--- src/rtl/inst_prefetch_pkg.sv ---
// Shared types and defaults for the instruction prefetch stage.
package inst_prefetch_pkg;

    typedef enum logic [1:0] {
        IDLE    = 2'd0,
        BUSY    = 2'd1,
        DISCARD = 2'd2
    } fetch_state_e;

    localparam int              DEF_DEPTH    = 16;
    localparam int              DEF_ADDR_W   = 16;
    localparam logic [15:0]     DEF_RESET_PC = 16'h0200;
    localparam int              TAKE_MAX     = 3;
    localparam int              BYTE_W       = 8;

endpackage

--- src/rtl/inst_prefetch_byte_ring.sv ---
// Circular byte buffer: one byte written and up to three consumed per cycle,
// with a zero-masked three-byte window starting at the read pointer.
module inst_prefetch_byte_ring
    import inst_prefetch_pkg::*;
#(
    parameter int DEPTH = DEF_DEPTH
) (
    input  logic                    clk,
    input  logic                    rst,
    input  logic                    clr_i,
    input  logic                    wr_en_i,
    input  logic [BYTE_W-1:0]       wr_data_i,
    input  logic                    rd_en_i,
    input  logic [1:0]              rd_len_i,
    output logic [$clog2(DEPTH):0]  count_o,
    output logic [BYTE_W-1:0]       byte0_o,
    output logic [BYTE_W-1:0]       byte1_o,
    output logic [BYTE_W-1:0]       byte2_o
);

    localparam int PTR_W = $clog2(DEPTH);
    localparam int CNT_W = PTR_W + 1;

    logic [BYTE_W-1:0] mem_q [DEPTH];
    logic [PTR_W-1:0]  wr_ptr_q, wr_ptr_d;
    logic [PTR_W-1:0]  rd_ptr_q, rd_ptr_d;
    logic [CNT_W-1:0]  count_q, count_d;
    logic [PTR_W-1:0]  idx1_s, idx2_s;

    always_comb begin
        wr_ptr_d = wr_ptr_q;
        rd_ptr_d = rd_ptr_q;
        count_d  = count_q;
        if (clr_i) begin
            wr_ptr_d = '0;
            rd_ptr_d = '0;
            count_d  = '0;
        end else begin
            if (wr_en_i) begin
                wr_ptr_d = wr_ptr_q + PTR_W'(1);
            end else begin
                wr_ptr_d = wr_ptr_q;
            end
            if (rd_en_i) begin
                rd_ptr_d = rd_ptr_q + PTR_W'(rd_len_i);
            end else begin
                rd_ptr_d = rd_ptr_q;
            end
            count_d = count_q + CNT_W'(wr_en_i)
                    - (rd_en_i ? CNT_W'(rd_len_i) : CNT_W'(0));
        end
    end

    always_ff @(posedge clk or posedge rst) begin
        if (rst) begin
            wr_ptr_q <= '0;
            rd_ptr_q <= '0;
            count_q  <= '0;
        end else begin
            wr_ptr_q <= wr_ptr_d;
            rd_ptr_q <= rd_ptr_d;
            count_q  <= count_d;
        end
    end

    // Storage needs no reset: the masked window never exposes unwritten slots.
    always_ff @(posedge clk) begin
        if (wr_en_i && !clr_i) begin
            mem_q[wr_ptr_q] <= wr_data_i;
        end
    end

    assign idx1_s  = rd_ptr_q + PTR_W'(1);
    assign idx2_s  = rd_ptr_q + PTR_W'(2);
    assign count_o = count_q;

    always_comb begin
        byte0_o = (count_q >= CNT_W'(1)) ? mem_q[rd_ptr_q] : 8'h00;
        byte1_o = (count_q >= CNT_W'(2)) ? mem_q[idx1_s]   : 8'h00;
        byte2_o = (count_q >= CNT_W'(3)) ? mem_q[idx2_s]   : 8'h00;
    end

endmodule

--- src/rtl/inst_prefetch.sv ---
// Instruction prefetch: sequential byte fetch into a ring buffer, a three-byte
// decode window with its PC, and flush-driven redirect.
module inst_prefetch
    import inst_prefetch_pkg::*;
#(
    parameter int                 DEPTH    = DEF_DEPTH,
    parameter int                 ADDR_W   = DEF_ADDR_W,
    parameter logic [ADDR_W-1:0]  RESET_PC = ADDR_W'(DEF_RESET_PC)
) (
    input  logic                    clk,
    input  logic                    rst,
    output logic                    mem_req_o,
    output logic [ADDR_W-1:0]       mem_addr_o,
    input  logic [7:0]              mem_rdata_i,
    input  logic                    mem_ack_i,
    input  logic                    flush_i,
    input  logic [ADDR_W-1:0]       flush_pc_i,
    output logic [$clog2(DEPTH):0]  q_count_o,
    output logic [7:0]              q_byte0_o,
    output logic [7:0]              q_byte1_o,
    output logic [7:0]              q_byte2_o,
    output logic [ADDR_W-1:0]       q_pc_o,
    input  logic                    take_i,
    input  logic [1:0]              take_len_i,
    output logic                    take_err_o
);

    localparam int CNT_W = $clog2(DEPTH) + 1;

    fetch_state_e       state_q, state_d;
    logic [ADDR_W-1:0]  fetch_pc_q, fetch_pc_d;
    logic [ADDR_W-1:0]  mem_addr_q, mem_addr_d;
    logic [ADDR_W-1:0]  q_pc_q, q_pc_d;
    logic               mem_req_q, mem_req_d;
    logic               take_err_q, take_err_d;
    logic [CNT_W-1:0]   count_s, count_after_take_s;
    logic               take_ok_s;
    logic               wr_en_s, rd_en_s, clr_s;

    assign take_ok_s = take_i && (take_len_i != 2'd0) && (CNT_W'(take_len_i) <= count_s);
    // The slot reservation: a request goes out only if its byte will fit after this take.
    assign count_after_take_s = take_ok_s ? (count_s - CNT_W'(take_len_i)) : count_s;

    always_comb begin
        state_d    = state_q;
        fetch_pc_d = fetch_pc_q;
        mem_addr_d = mem_addr_q;
        q_pc_d     = q_pc_q;
        take_err_d = 1'b0;
        wr_en_s    = 1'b0;
        rd_en_s    = 1'b0;
        clr_s      = 1'b0;
        if (flush_i) begin
            clr_s      = 1'b1;
            fetch_pc_d = flush_pc_i;
            q_pc_d     = flush_pc_i;
            case (state_q)
                IDLE:    state_d = IDLE;
                BUSY:    state_d = mem_ack_i ? IDLE : DISCARD;
                DISCARD: state_d = mem_ack_i ? IDLE : DISCARD;
                default: state_d = IDLE;
            endcase
        end else begin
            if (take_ok_s) begin
                rd_en_s = 1'b1;
                q_pc_d  = q_pc_q + ADDR_W'(take_len_i);
            end else begin
                take_err_d = take_i;
            end
            case (state_q)
                IDLE: begin
                    if (count_after_take_s < CNT_W'(DEPTH)) begin
                        state_d    = BUSY;
                        mem_addr_d = fetch_pc_q;
                    end else begin
                        state_d = IDLE;
                    end
                end
                BUSY: begin
                    if (mem_ack_i) begin
                        wr_en_s    = 1'b1;
                        fetch_pc_d = fetch_pc_q + ADDR_W'(1);
                        state_d    = IDLE;
                    end else begin
                        state_d = BUSY;
                    end
                end
                DISCARD: state_d = mem_ack_i ? IDLE : DISCARD;
                default: state_d = IDLE;
            endcase
        end
        mem_req_d = (state_d != IDLE);
    end

    always_ff @(posedge clk or posedge rst) begin
        if (rst) begin
            state_q    <= IDLE;
            fetch_pc_q <= RESET_PC;
            mem_addr_q <= RESET_PC;
            q_pc_q     <= RESET_PC;
            mem_req_q  <= 1'b0;
            take_err_q <= 1'b0;
        end else begin
            state_q    <= state_d;
            fetch_pc_q <= fetch_pc_d;
            mem_addr_q <= mem_addr_d;
            q_pc_q     <= q_pc_d;
            mem_req_q  <= mem_req_d;
            take_err_q <= take_err_d;
        end
    end

    inst_prefetch_byte_ring #(
        .DEPTH (DEPTH)
    ) u_byte_ring (
        .clk       (clk),
        .rst       (rst),
        .clr_i     (clr_s),
        .wr_en_i   (wr_en_s),
        .wr_data_i (mem_rdata_i),
        .rd_en_i   (rd_en_s),
        .rd_len_i  (take_len_i),
        .count_o   (count_s),
        .byte0_o   (q_byte0_o),
        .byte1_o   (q_byte1_o),
        .byte2_o   (q_byte2_o)
    );

    assign mem_req_o  = mem_req_q;
    assign mem_addr_o = mem_addr_q;
    assign q_count_o  = count_s;
    assign q_pc_o     = q_pc_q;
    assign take_err_o = take_err_q;

endmodule
--- config.mk ---
export PLATFORM = sky130hd
export DESIGN_NAME = inst_prefetch
export DESIGN_NICKNAME = d
export VERILOG_FILES = /design/src/rtl/inst_prefetch_pkg.sv /design/src/rtl/inst_prefetch_byte_ring.sv /design/src/rtl/inst_prefetch.sv
export SDC_FILE = /design/constraint.sdc
export NUM_CORES = 1
export LEC_CHECK = 0
export ABC_CLOCK_PERIOD_IN_PS = 9100
export CORE_MARGIN = 8
export CORE_UTILIZATION = 55
export DETAILED_ROUTE_END_ITERATION = 10
export PLACE_DENSITY_LB_ADDON = 0.25
export SLEW_MARGIN = 20
export SYNTH_ARGS = -nofsm -noshare
export SYNTH_HDL_FRONTEND = slang
export SYNTH_SLANG_ARGS = --single-unit
--- constraint.sdc ---
create_clock -name clk -period 9.1 [get_ports clk]
set_clock_uncertainty 0.1 [all_clocks]
set_input_delay 0.91 -clock clk [delete_from_list [all_inputs] [get_ports clk]]
set_output_delay 0.91 -clock clk [all_outputs]
set_load 0.01 [all_outputs]
-- Word level (Yosys, flattened, before mapping)
Memories as Yosys holds them, arrays and structs flattened.
Index checks and enable logic that the tools add are counted.
- $add $sub $neg: 9
- eq/ne operators: 2
- reduce and logical (&&, ||, !) cells: 15
- $lt $le $gt $ge: 5
- bitwise logic cells: 1
- muxes and demuxes: 31
- operators by type and width (kind ; number):
    16-bit two-way mux ; 5
    8-bit two-way mux ; 3
    16-bit by 1-bit adder with 16-bit output (second input constant) ; 1
    16-bit by 2-bit adder with 16-bit output ; 1
    4-bit two-way mux ; 4
    2-bit nonzero test ; 7
    1-bit two-way mux ; 12
    5-bit by 2-bit >= comparator with 1-bit output (second input constant) ; 2
    5-bit two-way mux ; 2
    4-bit by 1-bit adder with 4-bit output (second input constant) ; 2
    2-bit two-way mux ; 4
    2-bit one-hot mux with 3 select lines ; 1
    5-bit by 1-bit adder with 5-bit output ; 1
    5-bit by 1-bit >= comparator with 1-bit output (second input constant) ; 1
    2-bit by 5-bit <= comparator with 1-bit output ; 1
    5-bit less-than comparator (second input constant) ; 1
    5-bit by 2-bit subtractor with 5-bit output ; 1
    5-bit subtractor ; 1
    4-bit by 2-bit adder with 4-bit output ; 1
    4-bit by 2-bit adder with 4-bit output (second input constant) ; 1
    1-bit logical AND ; 3
    3-bit AND reduction ; 1
    2-bit by 1-bit == test with 1-bit output (second input constant) ; 1
    2-bit == test (second input constant) ; 1
    5 further kinds ; 5
- memories kept: 1
- logic and storage cells: 73
- output and inout bits: 63
- bits in writable memories: 128
- flip-flop bits (word level): 65
- bits of input ports: 31
- memory list (memory ; words ; width ; rd ports ; clocked after memory_dff ; wr ports ; line ; RTL):
    u_byte_ring.mem_q ; 16 ; 8 ; 3 ; 0 ; 1 ; inst_prefetch_byte_ring.sv:24 ; logic [BYTE_W-1:0] mem_q [DEPTH];

-- Logic depth before layout (Yosys ltp)
Gate-level depths: netlist of run 1.
- depth after elaboration: 9
- gate-level depth with buffers: 17
- gate-level depth less buffers: 16

-- Hierarchy
From an unflattened synthesis of run 1, not the netlist that was laid out.
- cell total of the unflattened synthesis: 773
- area total of the unflattened synthesis: 10804.1 µm²
- modules (own cells, without submodules) (module ; cells an instance ; area each (µm²) ; times used ; sequential area each (µm²)):
    inst_prefetch_byte_ring ; 504 ; 7963.9 ; 1 ; 4169.0
    inst_prefetch ; 269 ; 2840.2 ; 1 ; 1305.0

-- Least setup slack after synthesis of run 1
Ideal clock, no wire load.
- kind: in2reg
- from: input port take_len_i[1]
- to: register u_byte_ring.count_q[4], in the netlist u_byte_ring.count_o[4]
- stages on the path: 16
- setup slack: 5.466 ns
- path buffers: 0
- library setup time: 0.078 ns
- arrival: 3.456 ns
- data required time: 8.922 ns
- cells stage by stage: inv_1 > ha_1 > nor2b_1 > o21ai_4 > a21oi_2 > and3_1 > ha_1 > inv_1 > ha_1 > inv_1 > fa_1 > inv_1 > a21oi_1 > nor2_1 > or3_1 > a21oi_1
- word-level cells in the longest chain between the ends: 8
- elaborated cells between the ends (all ways): 9
- those cells by class: 1 x add/sub; 1 x order compare; 4 x mux; 3 x reduce/logical
- RTL lines (what ; line ; RTL):
    start: declaration ; inst_prefetch.sv:24 ; input logic [1:0] take_len_i,
    branches (longest 5 deep; another with 2-bit by 5-bit <= comparator with 1-bit output) ; n/a ;
    2-bit two-way mux (*) ; inst_prefetch_byte_ring.sv:50 ; - (rd_en_i ? CNT_W'(rd_len_i) : CNT_W'(0));
    5-bit subtractor (*) ; inst_prefetch_byte_ring.sv:50 ;
    5-bit two-way mux (*) ; inst_prefetch_byte_ring.sv:34 ; if (clr_i) begin
    net u_byte_ring.count_d[4] ; inst_prefetch_byte_ring.sv:27 ; logic [CNT_W-1:0] count_q, count_d;
    end signal: assignment ; inst_prefetch_byte_ring.sv:62 ; count_q <= count_d;
    end: declaration ; inst_prefetch_byte_ring.sv:27 ;
Mark *: on every way through the listed nets, which the timed path passes.
A chain may end at the register's enable or synchronous reset.

-- Worst setup path after layout of run 1
- from: register u_byte_ring.rd_ptr_q[0]
- to: output port q_byte0_o[1]
- word-level cells in the longest chain between the ends: 2
- RTL lines (what ; line ; RTL):
    start: declaration ; inst_prefetch_byte_ring.sv:26 ; logic [PTR_W-1:0] rd_ptr_q, rd_ptr_d;
    start signal: assignment ; inst_prefetch_byte_ring.sv:61 ; rd_ptr_q <= rd_ptr_d;
    memory read 16 x 8 bit ; n/a ;
    8-bit two-way mux ; inst_prefetch_byte_ring.sv:78 ; byte0_o = (count_q >= CNT_W'(1)) ? mem_q[rd_ptr_q] : 8'h00;
    end: declaration ; inst_prefetch.sv:19 ; output logic [7:0] q_byte0_o,
No other way between the ends.

==> metrics, run 1 <==
Ys Warns=0; WP data required=8090 ps; # DRC=0; # H-tree levels=4; I/O Buffers=93; post-synthesis async set-or-reset flop share=between 30 and 40%; Peak Freq=between 200 and 250 MHz; combinational power share=39.6%; Max Transition Viols Final=0; Max Cap Viol=0; gpl congestion=approximately 0.87; Rel. slew slack=26.0%; Synth Flop Type=edfxtp_1; total gr overflow=0; RSZ-0062 raised after global routing=false; DIE HEIGHT=156 um; Die X-Extent=between 150 and 200 um; largest net degree at the start of global routing=69; routed via count=7,233; antenna violations before repair=0; crit path DAT=3900 ps; ANT cells=0; Synth Instances=738; Clock Path Buffers=2; first-pass GRT wire length=43,100 um; Synth area leader=edfxtp_1; Clock Sinks=193; CP Capture Type=output pin; final setup TNS=0 ps; row count=51; synthesized cell area=10,800 um2; CTS tree=done; total global-route track usage=23.6%; minimum clock period=~4900 ps; sw frac=~33%; vias in the first global route=approximately 7,300; status=finished, final reports clean; switching power=1.03 mW; Layout area overhead=16.2%; top cells by area, synth=edfxtp_1 (35%), mux4_2 (20%), dfrtp_1 (14%), mux2i_1 (4.2%), ha_1 (3.2%); CTS Root Cell=clkbuf_16; HPWL Detailed=about 19,000 um; Critical Path Fanout Max=between 60 and 70; number of synthesized flops with an enable pin=around 130; number of synthesized register bits=slightly below 200; post-CTS sizing=0; initial DRC count=638; CTS buffer count=17; worst hold margin=399 ps; P per Cell Area=246 nW/um2; Mean Syn Cell Area=14.7 um2; hold_buf cts=0; sequential share of power=35.7%; Initial Util=55.8%; cell leakage power=4.21 nW; Clk network pwr share=about a quarter; endpoints failing setup=0; vias per cell=about 6.6; Hold Crit Class=reg -> reg; layout cells sized above 1=21.2%; WL per Instance=25.7 um; later-pin clock latency in the skew report=430 ps; Syn Nets=800; Final nets=between 800 and 900; Synth cell types=58; final hold violations=0; die area=about 24,000 um2; Slew @ Worst Pin=1100 ps; critical path class=reg -> out; VDD IR-drop max=0.152 mV; clock-pin slew on the worst setup and hold paths=70 ps; Worst Setup Start Kind=flop; post-route ant nets=0; core area=a little under 20,000 um2; Design Power=about 3.1 mW; First-pass DRT Iterations=7; setup repair bufs after CTS=0; cell-internal power=2.06 mW; Synth top area share=between 30 and 40%; Seq/Total Area, Yosys=50.5%; final WL=roughly 28,000 um; I/O pin count=94; final period utilization=54.0%
==> Yosys cell counts (2+ instances only) <==
library cell,instances
a211oi_1,20
buf_6,4
a31o_2,5
ha_1,28
nand2_1,28
nor2_1,44
nor3_1,8
a21oi_2,2
nand2b_1,6
o22ai_1,16
buf_1,6
xnor2_1,13
mux2i_1,45
a31oi_1,7
nand4_1,14
edfxtp_1,128
buf_4,13
dfrtp_1,62
o21ai_0,8
fa_1,3
and2_1,5
and4_1,2
inv_1,34
a221oi_1,2
mux4_2,96
o21a_1,3
a32o_1,16
buf_2,14
a21oi_1,19
xor2_1,15
nor3b_1,4
and3_1,7
mux2_2,7
dfstp_2,3
nor2b_1,14
nand3_1,5
clkbuf_1,11
==> flip-flops by register name, indices dropped and copies added (netlist names) <==
name and flops:
u_byte_ring.mem_q 128, u_byte_ring.wr_ptr_q 4, take_err_o 1, mem_addr_o 16
fetch_pc_q 16, mem_req_o 1, q_pc_o 16, u_byte_ring.count_o 5
state_q 2, u_byte_ring.rd_ptr_q 4
==> logic make-up after synthesis <==
kind of cell | synth area share, %
fa+ha+maj | 3.79
simple gates | 6.40
mux | 25.0
compound gates | 8.13
xor+xnor | 2.41
flops | 50.5
buf+inv | 3.73
==> final cells by class <==
cell class,count,area [um2]
Clock inverter,12,158
Multi-Input combinational cell,463,4990
Timing Repair Buffer,111,1070
Clock buffer,20,437
Fill cell,1398,6810
Inverter,34,128
Sequential cell,193,5480
Tap cell,265,332
==> metrics by stage <==
stage / area [um2] / cells / util (%) / worst slack, ps
after CTS: 12600 / 1098 / 64.9 / 4090
after detailed placement: 12000 / 1066 / 61.8 / 4410
after global placement: 12000 / 1066 / 61.8 / 4590
after floorplan: 10800 / 738 / - / 5470
after global routing: 12600 / 1098 / 64.9 / 3880
final: 12600 / 1098 / 64.9 / 4190
==> path summary, 6_finish.rpt <==
check / startpoint / endpoint / slack, ps / depth (start not counted)
worst max-delay path: u_byte_ring.rd_ptr_q[0] / q_byte0_o[1] / 4190 / 6
min in group asynchronous: rst / u_byte_ring.count_o[1] / 620 / 2
worst min-delay path: mem_addr_o[12] / mem_addr_o[12] / 400 / 1
max in group asynchronous: rst / u_byte_ring.wr_ptr_q[0] / 7310 / 3
worst min register to register: mem_addr_o[12] / mem_addr_o[12] / 400 / 1
worst max register to register: u_byte_ring.count_o[4] / u_byte_ring.count_o[4] / 5080 / 16
==> worst max-delay path: stages, from the launching register on <==
cell and delay, ps:
dfrtp_4 860, buf_4 880, mux4_2 600, nor2b_1 150, a211oi_1 250, a211oi_1 120
clkdlybuf4s50_1 580
==> layer usage <==
metal  GRT usage, %  up-vias  routed length (um)
met5              0        -                   0
met2           37.8      408               13700
met3           5.32       69                2460
met4           11.1        0                1090
met1           30.1     3659               10900
li1               -     3097                   -
==> power by group through the flow <==
stage,Clock [mW],Sequential (mW),Combinational [mW]
global placement,0,1.12,1.19
CTS,0.768,1.10,1.23
finish,0.763,1.10,1.22
detailed placement,0,1.12,1.22
global route,0.801,1.12,1.31
floorplan,0,1.11,0.775
==> cell usage in the layout (no fill, tap or decap), types with 4 or more instances in the layout <==
cell type	netlist	final
a211oi_1	20	20
a21oi_1	19	19
a31o_2	5	5
a31oi_1	7	7
a32o_1	16	16
and2_1	5	5
and3_1	7	7
buf_4	13	18
clkbuf_16	0	17
clkdlybuf4s50_1	0	93
dfrtp_1	62	60
edfxtp_1	128	128
ha_1	28	28
inv_1	34	33
mux2_2	7	7
mux2i_1	45	45
mux4_2	96	96
nand2_1	28	28
nand2b_1	6	6
nand3_1	5	5
nand4_1	14	14
nor2_1	44	44
nor2b_1	14	14
nor3_1	8	4
nor3_2	0	4
nor3b_1	4	4
o21ai_0	8	8
o22ai_1	16	16
xnor2_1	13	13
xor2_1	15	13
Note: power is estimated with default switching activity, not from simulation.
==> run 2, diff against run 1 <==
--- a/config.mk
+++ b/config.mk
@@ -5,9 +5,9 @@
 export SDC_FILE = /design/constraint.sdc
 export NUM_CORES = 1
 export LEC_CHECK = 0
-export ABC_CLOCK_PERIOD_IN_PS = 9100
+export ABC_CLOCK_PERIOD_IN_PS = 4500
 export CORE_MARGIN = 8
-export CORE_UTILIZATION = 55
+export CORE_UTILIZATION = 53
 export DETAILED_ROUTE_END_ITERATION = 10
 export PLACE_DENSITY_LB_ADDON = 0.25
 export SLEW_MARGIN = 20
==> constraint.sdc (replaced) <==
create_clock -name clk -period 4.5 [get_ports clk]
set_clock_uncertainty 0.1 [all_clocks]
set_input_delay 0.45 -clock clk [delete_from_list [all_inputs] [get_ports clk]]
set_output_delay 0.45 -clock clk [all_outputs]
set_load 0.01 [all_outputs]
==> metrics, run 2 (synthesis gave the netlist of run 1 again) <==
endpoints failing setup=0 (unchanged); post-CTS sizing=0 (unchanged); worst reg2reg path depth=17 (+1); CP Capture Type=output pin; Layout area overhead=16.5%; cell leakage power=4.22 nW (+0.23%); ANT cells=0 (unchanged); # H-tree levels=4 (unchanged); first-pass GRT wire length=42,500 um (-1.5%); gpl congestion=0.835 (-4.0%); layout cells sized above 1=21.9% (+0.62 points); Crit Reg-Reg Startpoint=u_byte_ring.count_o[4]; met2 Use GR=35.4% (-2.4 points); Max Transition Viols Final=0 (unchanged); First-pass DRT Iterations=5 (-2); core area=20,200 um2 (+4.0%); VDD IR-drop max=0.336 mV (+120%); HPWL Detailed=18,900 um (-1.2%); Largest Register=u_byte_ring.mem_q; CP bufs+invs=2 (unchanged); Crit path max-delay family=buffers and inverters; critical path class=reg -> out; Final nets=886 (+0.45%); status=finished, final reports clean; die area=25,300 um2 (+3.4%); fin area=12,600 um2 (+0.22%); setup repair bufs after CTS=0 (unchanged); final setup margin=557 ps (-3630 ps); Slew @ Worst Pin=1110 ps (+9.94 ps); clock-pin slew on the worst setup and hold paths=70 ps (about the same); RSZ-0062 raised after global routing=false; Clock Sinks=193 (unchanged); post-layout util=62.5% (-2.3 points); final period utilization=87.6%; commonest non-fill, non-tap cell in the layout=edfxtp_1; routed via count=7,247 (+0.19%); CTS buffer count=17 (unchanged); CP max stage cell=dfrtp_2; vias per cell=6.55 (-0.62%); met3 GRT Util=5.07% (-0.26 points); CP max stage delay=630 ps (-250 ps); initial DRC count=723 (+13%); GR met1 Demand/Resource=28.1% (-2.0 points); CTS tree=done; DIE HEIGHT=159 um (+1.7%); fillers=1,481 (+5.9%); Peak Freq=254 MHz; Worst Setup Start Kind=flop; P per Cell Area=491 nW/um2 (+100%); I/O pin count=94 (unchanged); total global-route track usage=21.6% (-2.0 points); Post-Place Cell Area=12,000 um2 (+0.24%); WL per Instance=24.8 um (-3.3%); WP data required=3950 ps (-4140 ps); antenna violations before repair=0 (unchanged); final hold violations=0 (unchanged); row count=52 (+2.0%); RR Endpoint=u_byte_ring.count_o[4]; Die X-Extent=159 um (+1.7%); Initial Util=53.7% (-2.1 points); vias in the first global route=7,400 (+1.2%); CP Cell Sequence=ha_1 -> buf_4 -> mux4_2 -> mux2i_1 -> o22ai_1 -> clkdlybuf4s50_1; later-pin clock latency in the skew report=430 ps (about the same); Max Cap Viol=0 (unchanged); Hold Crit Class=in -> async; max reg flops=128 (unchanged); most frequent cells in the layout=edfxtp_1 (128), mux4_2 (96), clkdlybuf4s50_1 (93); final WL=27,500 um (-2.5%); # DRC=0 (unchanged); largest net degree at the start of global routing=100 (+45%); Rel. slew slack=25.4% (-0.54 points); final setup TNS=0 ps (unchanged); pre-CTS worst setup slack=321 ps (-4090 ps); GR peak layer=met2; Critical Path Fanout Max=32 (-48%); Clock Path Buffers=2 (unchanged); CTS Root Cell=clkbuf_16; post-route ant nets=0 (unchanged); minimum clock period=just under 4000 ps; total gr overflow=0 (unchanged); I/O Buffers=93 (unchanged); Design Power=6.20 mW (+100%); crit path DAT=3390 ps (-510 ps); hold_buf cts=0 (unchanged); reg-to-reg slack, setup=880 ps (-4200 ps)
run 2: cell count changes in the layout (fill, tap and decap cells not counted), moves of 2 or more:
cell and change:
nor3_1 +4, inv_4 +2, nor2_1 -4, bufinv_16 -3, clkbuf_16 +2, clkbuf_1 -2
nor3_2 -4, buf_4 +3, nor2_2 +4
run 2: worst register-to-register path, cell delays in order (launching register included):
cell and delay (ps):
dfrtp_1 500, inv_1 150, ha_1 310, a21boi_2 260, o21a_1 170, buf_4 220, a21oi_2 160, and3_1 240
ha_1 270, inv_1 40, ha_1 180, inv_1 70, fa_1 200, inv_1 50, a21oi_1 120, nor2_1 60
or3_1 300, a21oi_1 150
run 2: where the power goes:
part	total [mW]	switching [mW]	leakage (nW)	internal, mW
clock network	1.48	0.681	0.291	0.802
registers	2.22	0.160	1.93	2.06
logic	2.50	1.26	2.00	1.24
total	6.20	2.10	4.22	4.10
run 2: routing by layer:
metal / part of all wire (%) / vias to the layer above
met3: 8.1 / 45
met5: 0 / -
met4: 1.9 / 0
met1: 40 / 3750
met2: 50 / 357
li1: - / 3095
run 2: final cells by class:
| cell class | instances | area [um2] | area share (%) |
|---|---|---|---|
| Clock buffer | 21 | 493 | 3.91 |
| Clock inverter | 11 | 90.1 | 0.714 |
| Inverter | 34 | 128 | 1.01 |
| Multi-Input combinational cell | 463 | 4980 | 39.5 |
| Sequential cell | 193 | 5480 | 43.4 |
| Tap cell | 270 | 338 | 2.68 |
| Timing Repair Buffer | 115 | 1110 | 8.79 |
run 2: worst max path at each step:
stage,from,to,cells after the start
2_1_floorplan,u_byte_ring.count_o[4],u_byte_ring.count_o[4],17
3_3_place_gp,take_len_i[1],u_byte_ring.count_o[4],17
3_5_place_dp,take_len_i[1],u_byte_ring.count_o[4],17
4_1_cts,u_byte_ring.rd_ptr_q[1],q_byte1_o[3],6
5_1_grt,u_byte_ring.rd_ptr_q[1],q_byte1_o[1],6
6_report,u_byte_ring.rd_ptr_q[1],q_byte1_o[1],6
run 2: metrics by stage:
step / hold slack (ps) / std cells
2_1_floorplan: 393 / 738
3_3_place_gp: 373 / 1075
3_5_place_dp: 381 / 1075
4_1_cts: 135 / 1107
5_1_grt: 153 / 1107
6_report: 146 / 1107
